`src/rtl/seq_det_pkg.sv`:
```
// Shared constants for the serial sequence detectors.
package seq_det_pkg;

    localparam logic MODE_MOORE = 1'b0;
    localparam logic MODE_MEALY = 1'b1;

    localparam logic FOUND    = 1'b1;
    localparam logic NOTFOUND = 1'b0;

endpackage

```
`src/rtl/seq_detector_param_if.sv`:
```
// Stream, control and status bundle for seq_detector_param.
interface seq_detector_param_if #(
    parameter int PAT_LEN = 4,
    parameter int CNT_W   = 8
);
    logic               x;
    logic               valid;
    logic               load;
    logic [PAT_LEN-1:0] pattern_in;
    logic               overlap;
    logic               mode;
    logic               clr_count;
    logic               y;
    logic [CNT_W-1:0]   match_count;
    logic               count_sat;

    modport master (
        output x, valid, load, pattern_in, overlap, mode, clr_count,
        input  y, match_count, count_sat
    );

    modport slave (
        input  x, valid, load, pattern_in, overlap, mode, clr_count,
        output y, match_count, count_sat
    );
endinterface

```
`src/rtl/sat_counter.sv`:
```
// Event counter that holds at all-ones; clr takes priority over inc.
module sat_counter #(
    parameter int CNT_W = 8
) (
    input  logic             clk,
    input  logic             reset,
    input  logic             clr,
    input  logic             inc,
    output logic [CNT_W-1:0] count,
    output logic             sat
);

    assign sat = &count;

    always_ff @(posedge clk or negedge reset) begin
        if (!reset) begin
            count <= '0;
        end else if (clr) begin
            count <= '0;
        end else if (inc && !sat) begin
            count <= count + 1'b1;
        end
    end

endmodule

```
`src/rtl/seq_detector_param.sv`:
```
// Programmable serial pattern detector with overlap/non-overlap and Moore/Mealy output.
module seq_detector_param
    import seq_det_pkg::*;
#(
    parameter int                 PAT_LEN   = 4,
    parameter int                 CNT_W     = 8,
    parameter logic [PAT_LEN-1:0] RESET_PAT = PAT_LEN'(4'b1011)
) (
    input  logic              clk,
    input  logic              reset,
    seq_detector_param_if.slave bus
);

    localparam int             FW       = $clog2(PAT_LEN + 1);
    localparam logic [FW-1:0]  FILL_MAX = FW'(PAT_LEN);
    localparam logic [FW-1:0]  FILL_THR = FW'(PAT_LEN - 1);

    logic [PAT_LEN-1:0] pattern_q;
    // Only PAT_LEN-1 past bits ever take part in a compare, so only those are kept.
    logic [PAT_LEN-2:0] hist_q;
    logic [FW-1:0]      fill_q;
    logic [FW-1:0]      fill_n;
    logic [PAT_LEN-1:0] window;
    logic               hit;
    logic               y_q;

    assign window = {hist_q, bus.x};

    always_comb begin
        hit = NOTFOUND;
        if (bus.valid && !bus.load && (fill_q >= FILL_THR) && (window == pattern_q)) begin
            hit = FOUND;
        end
    end

    always_comb begin
        fill_n = fill_q;
        if (hit && !bus.overlap) begin
            fill_n = '0;
        end else if (fill_q != FILL_MAX) begin
            fill_n = fill_q + 1'b1;
        end
    end

    always_ff @(posedge clk or negedge reset) begin
        if (!reset) begin
            pattern_q <= RESET_PAT;
            hist_q    <= '0;
            fill_q    <= '0;
            y_q       <= 1'b0;
        end else begin
            y_q <= hit;
            if (bus.load) begin
                pattern_q <= bus.pattern_in;
                hist_q    <= '0;
                fill_q    <= '0;
            end else if (bus.valid) begin
                hist_q <= window[PAT_LEN-2:0];
                fill_q <= fill_n;
            end
        end
    end

    assign bus.y = (bus.mode == MODE_MEALY) ? hit : y_q;

    sat_counter #(
        .CNT_W (CNT_W)
    ) u_cnt (
        .clk   (clk),
        .reset (reset),
        .clr   (bus.clr_count),
        .inc   (hit),
        .count (bus.match_count),
        .sat   (bus.count_sat)
    );

endmodule

```
`src/flat_wrapper.sv`:
```
// flat-port wrapper written by rule: the top's interface ports become plain ports
module seq_detector_param_flat import seq_det_pkg::*;
#(
    parameter int                 PAT_LEN   = 4,
    parameter int                 CNT_W     = 8,
    parameter logic [PAT_LEN-1:0] RESET_PAT = PAT_LEN'(4'b1011)
)
  (clk, reset, bus_x, bus_valid, bus_load, bus_pattern_in, bus_overlap, bus_mode, bus_clr_count, bus_y, bus_match_count, bus_count_sat);
  seq_detector_param_if #(.PAT_LEN(PAT_LEN), .CNT_W(CNT_W)) bus_i ();
  input  logic clk;
  input  logic reset;
  input wire logic [$bits(bus_i.x)-1:0] bus_x;
  input wire logic [$bits(bus_i.valid)-1:0] bus_valid;
  input wire logic [$bits(bus_i.load)-1:0] bus_load;
  input wire logic [$bits(bus_i.pattern_in)-1:0] bus_pattern_in;
  input wire logic [$bits(bus_i.overlap)-1:0] bus_overlap;
  input wire logic [$bits(bus_i.mode)-1:0] bus_mode;
  input wire logic [$bits(bus_i.clr_count)-1:0] bus_clr_count;
  output wire logic [$bits(bus_i.y)-1:0] bus_y;
  output wire logic [$bits(bus_i.match_count)-1:0] bus_match_count;
  output wire logic [$bits(bus_i.count_sat)-1:0] bus_count_sat;
  assign bus_i.x = bus_x;
  assign bus_i.valid = bus_valid;
  assign bus_i.load = bus_load;
  assign bus_i.pattern_in = bus_pattern_in;
  assign bus_i.overlap = bus_overlap;
  assign bus_i.mode = bus_mode;
  assign bus_i.clr_count = bus_clr_count;
  assign bus_y = bus_i.y;
  assign bus_match_count = bus_i.match_count;
  assign bus_count_sat = bus_i.count_sat;
  seq_detector_param #(.PAT_LEN(PAT_LEN), .CNT_W(CNT_W), .RESET_PAT(RESET_PAT)) u_core (.clk(clk), .reset(reset), .bus(bus_i));
endmodule
```
`config.mk`:
```
export PLATFORM = sky130hd
export DESIGN_NAME = seq_detector_param_flat
export DESIGN_NICKNAME = d
export VERILOG_FILES = /design/src/rtl/seq_det_pkg.sv /design/src/rtl/seq_detector_param_if.sv /design/src/rtl/sat_counter.sv /design/src/rtl/seq_detector_param.sv /design/src/flat_wrapper.sv
export SDC_FILE = /design/constraint.sdc
export NUM_CORES = 1
export LEC_CHECK = 0
export BUFFER_PORTS_ARGS = -buffer_cell sky130_fd_sc_hd__buf_2
export CAP_MARGIN = 20
export CORE_MARGIN = 2
export CORE_UTILIZATION = 57
export CTS_CLUSTER_DIAMETER = 100
export CTS_CLUSTER_SIZE = 24
export DETAILED_ROUTE_END_ITERATION = 8
export GPL_TIMING_DRIVEN = 0
export PLACE_DENSITY_LB_ADDON = 0.1
export RECOVER_POWER = 50
export REMOVE_ABC_BUFFERS = 1
export SETUP_SLACK_MARGIN = 0.2
export SLEW_MARGIN = 20
export SYNTH_ARGS = -nofsm -noshare
export SYNTH_HDL_FRONTEND = slang
export SYNTH_SLANG_ARGS = --single-unit
export TNS_END_PERCENT = 20
```
`constraint.sdc`:
```
create_clock -name clk -period 6.3 [get_ports clk]
set_input_delay 0.63 -clock clk [delete_from_list [all_inputs] [get_ports clk]]
set_output_delay 0.63 -clock clk [all_outputs]
set_load 0.005 [all_outputs]
```
==> reports/results.ini, run 1 <==
[global_routing]
gr-usage-all-layers = 0.229
grt_max_degree = 20
grt_pass1_vias = 815
grt_pass1_wl_um = 3550
grt_overflow_total = 0
antenna_found_initial = 0

[timing]
period_share = 0.451
setup_tns_ns = 0
drv_slew = 0
grt_setup_unrepaired = no
hold_violations = 0
worst_pin_slew_ns = 0.968
relSlewSlack = 0.354
clock-skew-final_ns = 0.00142
setup_viol = 0
min_period_ns = 2.84
fmax_mhz = 352
whs_ns = 0.453

[clock_tree]
clk_pin_slew_ns = 0.10
insertion_delay_ns = 0.30
cts.sinks = 19
clock-root-buffer = clkbuf_4
cts-resized-gates = 0
hold_buffers = 0
cts_made_buffers = 3
cts.path.max_buffers = 2
cts_tree = yes
post_cts_buffers = 0
cts_max_level = 1

[place]
gp_congestion = 0.798
dpl.hpwl_um = 1660
port_buffers = 21

[setup_path]
critPathLaunchType = input port
worst-setup-path-type = input port to output pin
crit_required_ns = 5.67
end_kind = output pin
crit_buf_inv = 2
crit_fanout = 11
slowest_stage = or4_4
cp_top_family = simple AND/OR/NAND/NOR gates
arrival_ns = 2.21
crit_chain = clkbuf_1 > nand2b_4 > or4_4 > nor2_1 > mux2_2 > buf_2
worst_path_largest_cell_delay_ns = 0.63

[yosys]
yosysSeqAreaShare = 0.438
synth.largest_area_cell = dfrtp_1
synth_top_area_share = 0.366
synth_seq_cells = 19
synth_flop_cell = dfrtp_1
syn_avg_cell_area_um2 = 10.3
synth_edf_count = 0
syn_area_um2 = 1090
ys_warn_count = 0
postSynthCellCount = 106
synthTopCellsByCount = dfrtp_1, nor2_1, mux2_2
yosys-top-cells-area = dfrtp_1, mux2_2, dfstp_2
async_flop_share = 1.00
ys_types = 33
synth_most_common_cell = dfrtp_1

[die]
pin_count = 22
fp.dieW_um = 47.8
initial_core_util = 0.620
die_h_um = 47.8
core-area_um2 = 1760
placementRows = 15
dieArea_um2 = 2280

[finish]
syn2layout_area_growth_pct = 11.8
drive_above_1_share = 0.268
finish.net_count = 144
n_antenna_cell = 0

[route]
dr.pass1.iters = 4
viasPerCell = 5.79
ant_nets = 0
drc = 0
wl_per_cell_um = 14.4
dr_total_vias = 880
drt_iter0_markers = 29
wl_um = 2180

[power_and_ir_drop]
total_leakage_power_nw = 0.559
report.power.total_uw = 221
irDropWorstVdd_mv = 0.155
pwr_density_cell_nw_per_um2 = 181

[status]
outcome = finished clean

[min_path]
hp-class = input port to async pin

[job]
timing.max_cap.violations = 0

==> power by group <==
part	internal (mW)	switching [mW]	leakage, nW
clock	0.0247	0.0369	0.0150
combinational	0.0123	0.0153	0.293
sequential	0.128	0.00437	0.251
==> layout make-up <==
| type | count | area (um2) |
|---|---|---|
| multi-input cells | 79 | 569 |
| inverters | 4 | 15.0 |
| well taps | 25 | 31.3 |
| repair buffers | 21 | 101 |
| clock buffers | 4 | 26.3 |
| fillers | 159 | 542 |
| flip-flops and latches | 19 | 479 |
==> state kept, by name, summed over array words and instances (netlist names) <==
signal / cells
u_core.y_q: 1
u_core.fill_q: 3
u_core.pattern_q: 4
u_core.u_cnt.count: 8
u_core.hist_q: 3
==> cell families after synthesis <==
| logic type | share of synthesized area |
|---|---|
| AO/OA/AOI/OAI | 0.118 |
| XOR/XNOR | 0.0400 |
| adder cells (fa/ha/maj) | 0.0458 |
| buffers and inverters | 0.0412 |
| flip-flops | 0.438 |
| multiplexers | 0.110 |
| AND/OR/NAND/NOR | 0.207 |
==> routing by layer <==
layer	share of wire	vias to the layer above	GRT usage
met4	0.0064	0	0.114
li1	-	434	-
met3	0.042	2	0.0604
met1	0.46	421	0.304
met5	0	-	0
met2	0.49	23	0.347
==> stage by stage <==
step	setup WS, ns	cells	area [um2]	utilization
2_1_floorplan	4.01	102	1060	-
3_3_place_gp	3.64	148	1200	0.680
3_5_place_dp	3.63	148	1200	0.680
4_1_cts	3.62	152	1230	0.695
5_1_grt	3.36	152	1220	0.693
6_report	3.46	152	1220	0.693
==> worst paths after layout <==
kind	startpoint	endpoint	slack, ns	depth (start not counted)
worst max-delay path	bus_valid	bus_y	3.46	6
worst min register to register	u_core.pattern_q[2]	u_core.pattern_q[2]	0.54	1
min in group clk	u_core.pattern_q[2]	u_core.pattern_q[2]	0.54	1
worst max register to register	u_core.u_cnt.count[0]	u_core.u_cnt.count[5]	4.18	5
max in group asynchronous	reset	u_core.hist_q[0]	5.27	1
worst min-delay path	reset	u_core.fill_q[0]	0.45	1
==> cell usage in the layout (no fill, tap or decap), types with 4 or more instances in the layout <==
master	synthesis	final
clkbuf_1	2	4
buf_2	0	18
nor2b_1	4	4
nor2_1	9	9
a21oi_1	6	6
ha_1	4	4
inv_1	4	4
xor2_1	4	4
dfrtp_1	16	16
mux2_2	8	8
nand3_1	6	6
No activity file was read; power rests on OpenSTA's default activity.
==> inputs of run 2 (changes only) <==
Settings changed: CORE_UTILIZATION 57 to 53.
Clock period 6.3 ns to 2.85 ns, I/O delays scaled along.
==> run 2 against run 1 <==
  * First-iteration DRC count decreased by 31%
  * Largest power group unchanged
  * Sequential share of layout area decreased by 0.48 points
  * Worst setup slack worse by 2.9 ns
  * Register-to-register slack got worse by 3.4 ns
==> reports/results.ini, run 2 (synthesis results as in run 1) <==
[status]
outcome = finished clean

[timing]
setup_ws_ns = 0.544
period_share = 0.809
setup_viol = 0
grt_setup_unrepaired = no
drv_slew = 0
setup_tns_ns = 0
clock-skew-final_ns = 0.00111
hold_violations = 0
min_period_ns = 2.31
relSlewSlack = 0.340
fmax_mhz = 434
worst_pin_slew_ns = 0.990

[finish]
syn2layout_area_growth_pct = 13.2
layout_commonest_cell = buf_2
drive_above_1_share = 0.258
largest_register_ffs = 8
n_antenna_cell = 0
final_cell_mix = buf_2, dfrtp_1, nor2_1
finish.net_count = 145
fillers = 180
regMostFlops = u_core.u_cnt.count
top_regs = u_core.u_cnt.count (8), u_core.pattern_q (4)

[power_and_ir_drop]
pwr_density_cell_nw_per_um2 = 392
report.power.total_uw = 485
total_leakage_power_nw = 0.567
irDropWorstVdd_mv = 0.296

[die]
pin_count = 22
core-area_um2 = 1960
die_h_um = 49.4
placementRows = 16
fp.dieW_um = 49.4
initial_core_util = 0.557
dieArea_um2 = 2440

[clock_tree]
insertion_delay_ns = 0.29
post_cts_buffers = 0
cts_made_buffers = 3
clock-root-buffer = clkbuf_4
cts_tree = yes
cts_max_level = 1
clk_pin_slew_ns = 0.10
cts.sinks = 19
cts-resized-gates = 0
cts.path.max_buffers = 2

[setup_path]
cp_top_family = simple AND/OR/NAND/NOR gates
crit_fanout = 11
worst_path_largest_cell_delay_ns = 0.59
worst-setup-path-type = register to output pin
crit_required_ns = 2.57
critPathLaunchType = register
arrival_ns = 2.02
end_kind = output pin
crit_buf_inv = 1
crit_chain = xor2_1 > or4_4 > nor2_1 > mux2_2 > buf_2
slowest_stage = or4_4

[global_routing]
grt_overflow_total = 0
grt_max_degree = 20
gr-usage-all-layers = 0.205
grt_pass1_vias = 879
grt_pass1_wl_um = 3880
antenna_found_initial = 0

[route]
wl_per_cell_um = 14.1
drc = 0
viasPerCell = 5.65
drt_iter0_markers = 20
ant_nets = 0
dr.pass1.iters = 4
wl_um = 2190
dr_total_vias = 876

[job]
timing.max_cap.violations = 0

[min_path]
hp-class = input port to register

[place]
port_buffers = 21
dp_slack_ns = 0.752
gp_congestion = 0.801
dpl.hpwl_um = 1670

==> run 2: cell types whose count changed in the layout (fill, tap and decap cells not counted) <==
| cell | change |
|---|---|
| dfstp_1 | +3 |
| clkbuf_1 | -2 |
| dfstp_2 | -3 |
| dlygate4sd3_1 | +1 |
| buf_2 | +2 |
==> run 2: stage by stage <==
stage / hold slack [ns] / instances / util / instance area [um2]
global route: 0.217 / 155 / 0.631 / 1240
finish: 0.222 / 155 / 0.631 / 1240
floorplan: -0.0106 / 102 / - / 1060
detailed placement: 0.242 / 150 / 0.613 / 1200
global placement: 0.238 / 150 / 0.613 / 1200
CTS: 0.216 / 155 / 0.631 / 1240
==> run 2: final cells by class <==
| class | instances | area (um2) | share of cell area |
|---|---|---|---|
| clock buffer | 4 | 26.3 | 0.0212 |
| inverter | 4 | 15.0 | 0.0121 |
| multi-input combinational | 79 | 569 | 0.460 |
| sequential | 19 | 479 | 0.387 |
| tap | 27 | 33.8 | 0.0273 |
| timing repair buffer | 22 | 114 | 0.0920 |
==> run 2: final timing paths <==
check                           depth (start not counted)             startpoint               endpoint  slack, ns
max in group asynchronous                               2                  reset       u_core.hist_q[2]       1.58
min in group asynchronous                               2                  reset       u_core.fill_q[1]       0.68
worst min register to register                          1    u_core.pattern_q[2]    u_core.pattern_q[2]       0.55
worst min-delay path                                    2      bus_pattern_in[2]    u_core.pattern_q[2]       0.22
worst max register to register                          5  u_core.u_cnt.count[0]  u_core.u_cnt.count[5]       0.77
worst max-delay path                                    5    u_core.pattern_q[1]                  bus_y       0.54
==> run 2: routing by layer <==
layer,GRT usage,up-vias,share of wire
li1,-,435,-
met1,0.270,416,0.46
met2,0.349,23,0.48
met3,0.0368,2,0.048
met4,0.0556,0,0.0064
met5,0,-,0
==> run 2: report_power, final <==
group	total, mW	switching [mW]	internal [mW]
Sequential	0.290	0.00919	0.281
Combinational	0.0636	0.0351	0.0285
Clock	0.131	0.0765	0.0544
Total	0.485	0.121	0.364
==> run 2: timing repair <==
action,in CTS,in global routing
setup endpoints to repair,0,0
hold buffers,1,0
endpoints found under the hold margin,16,0
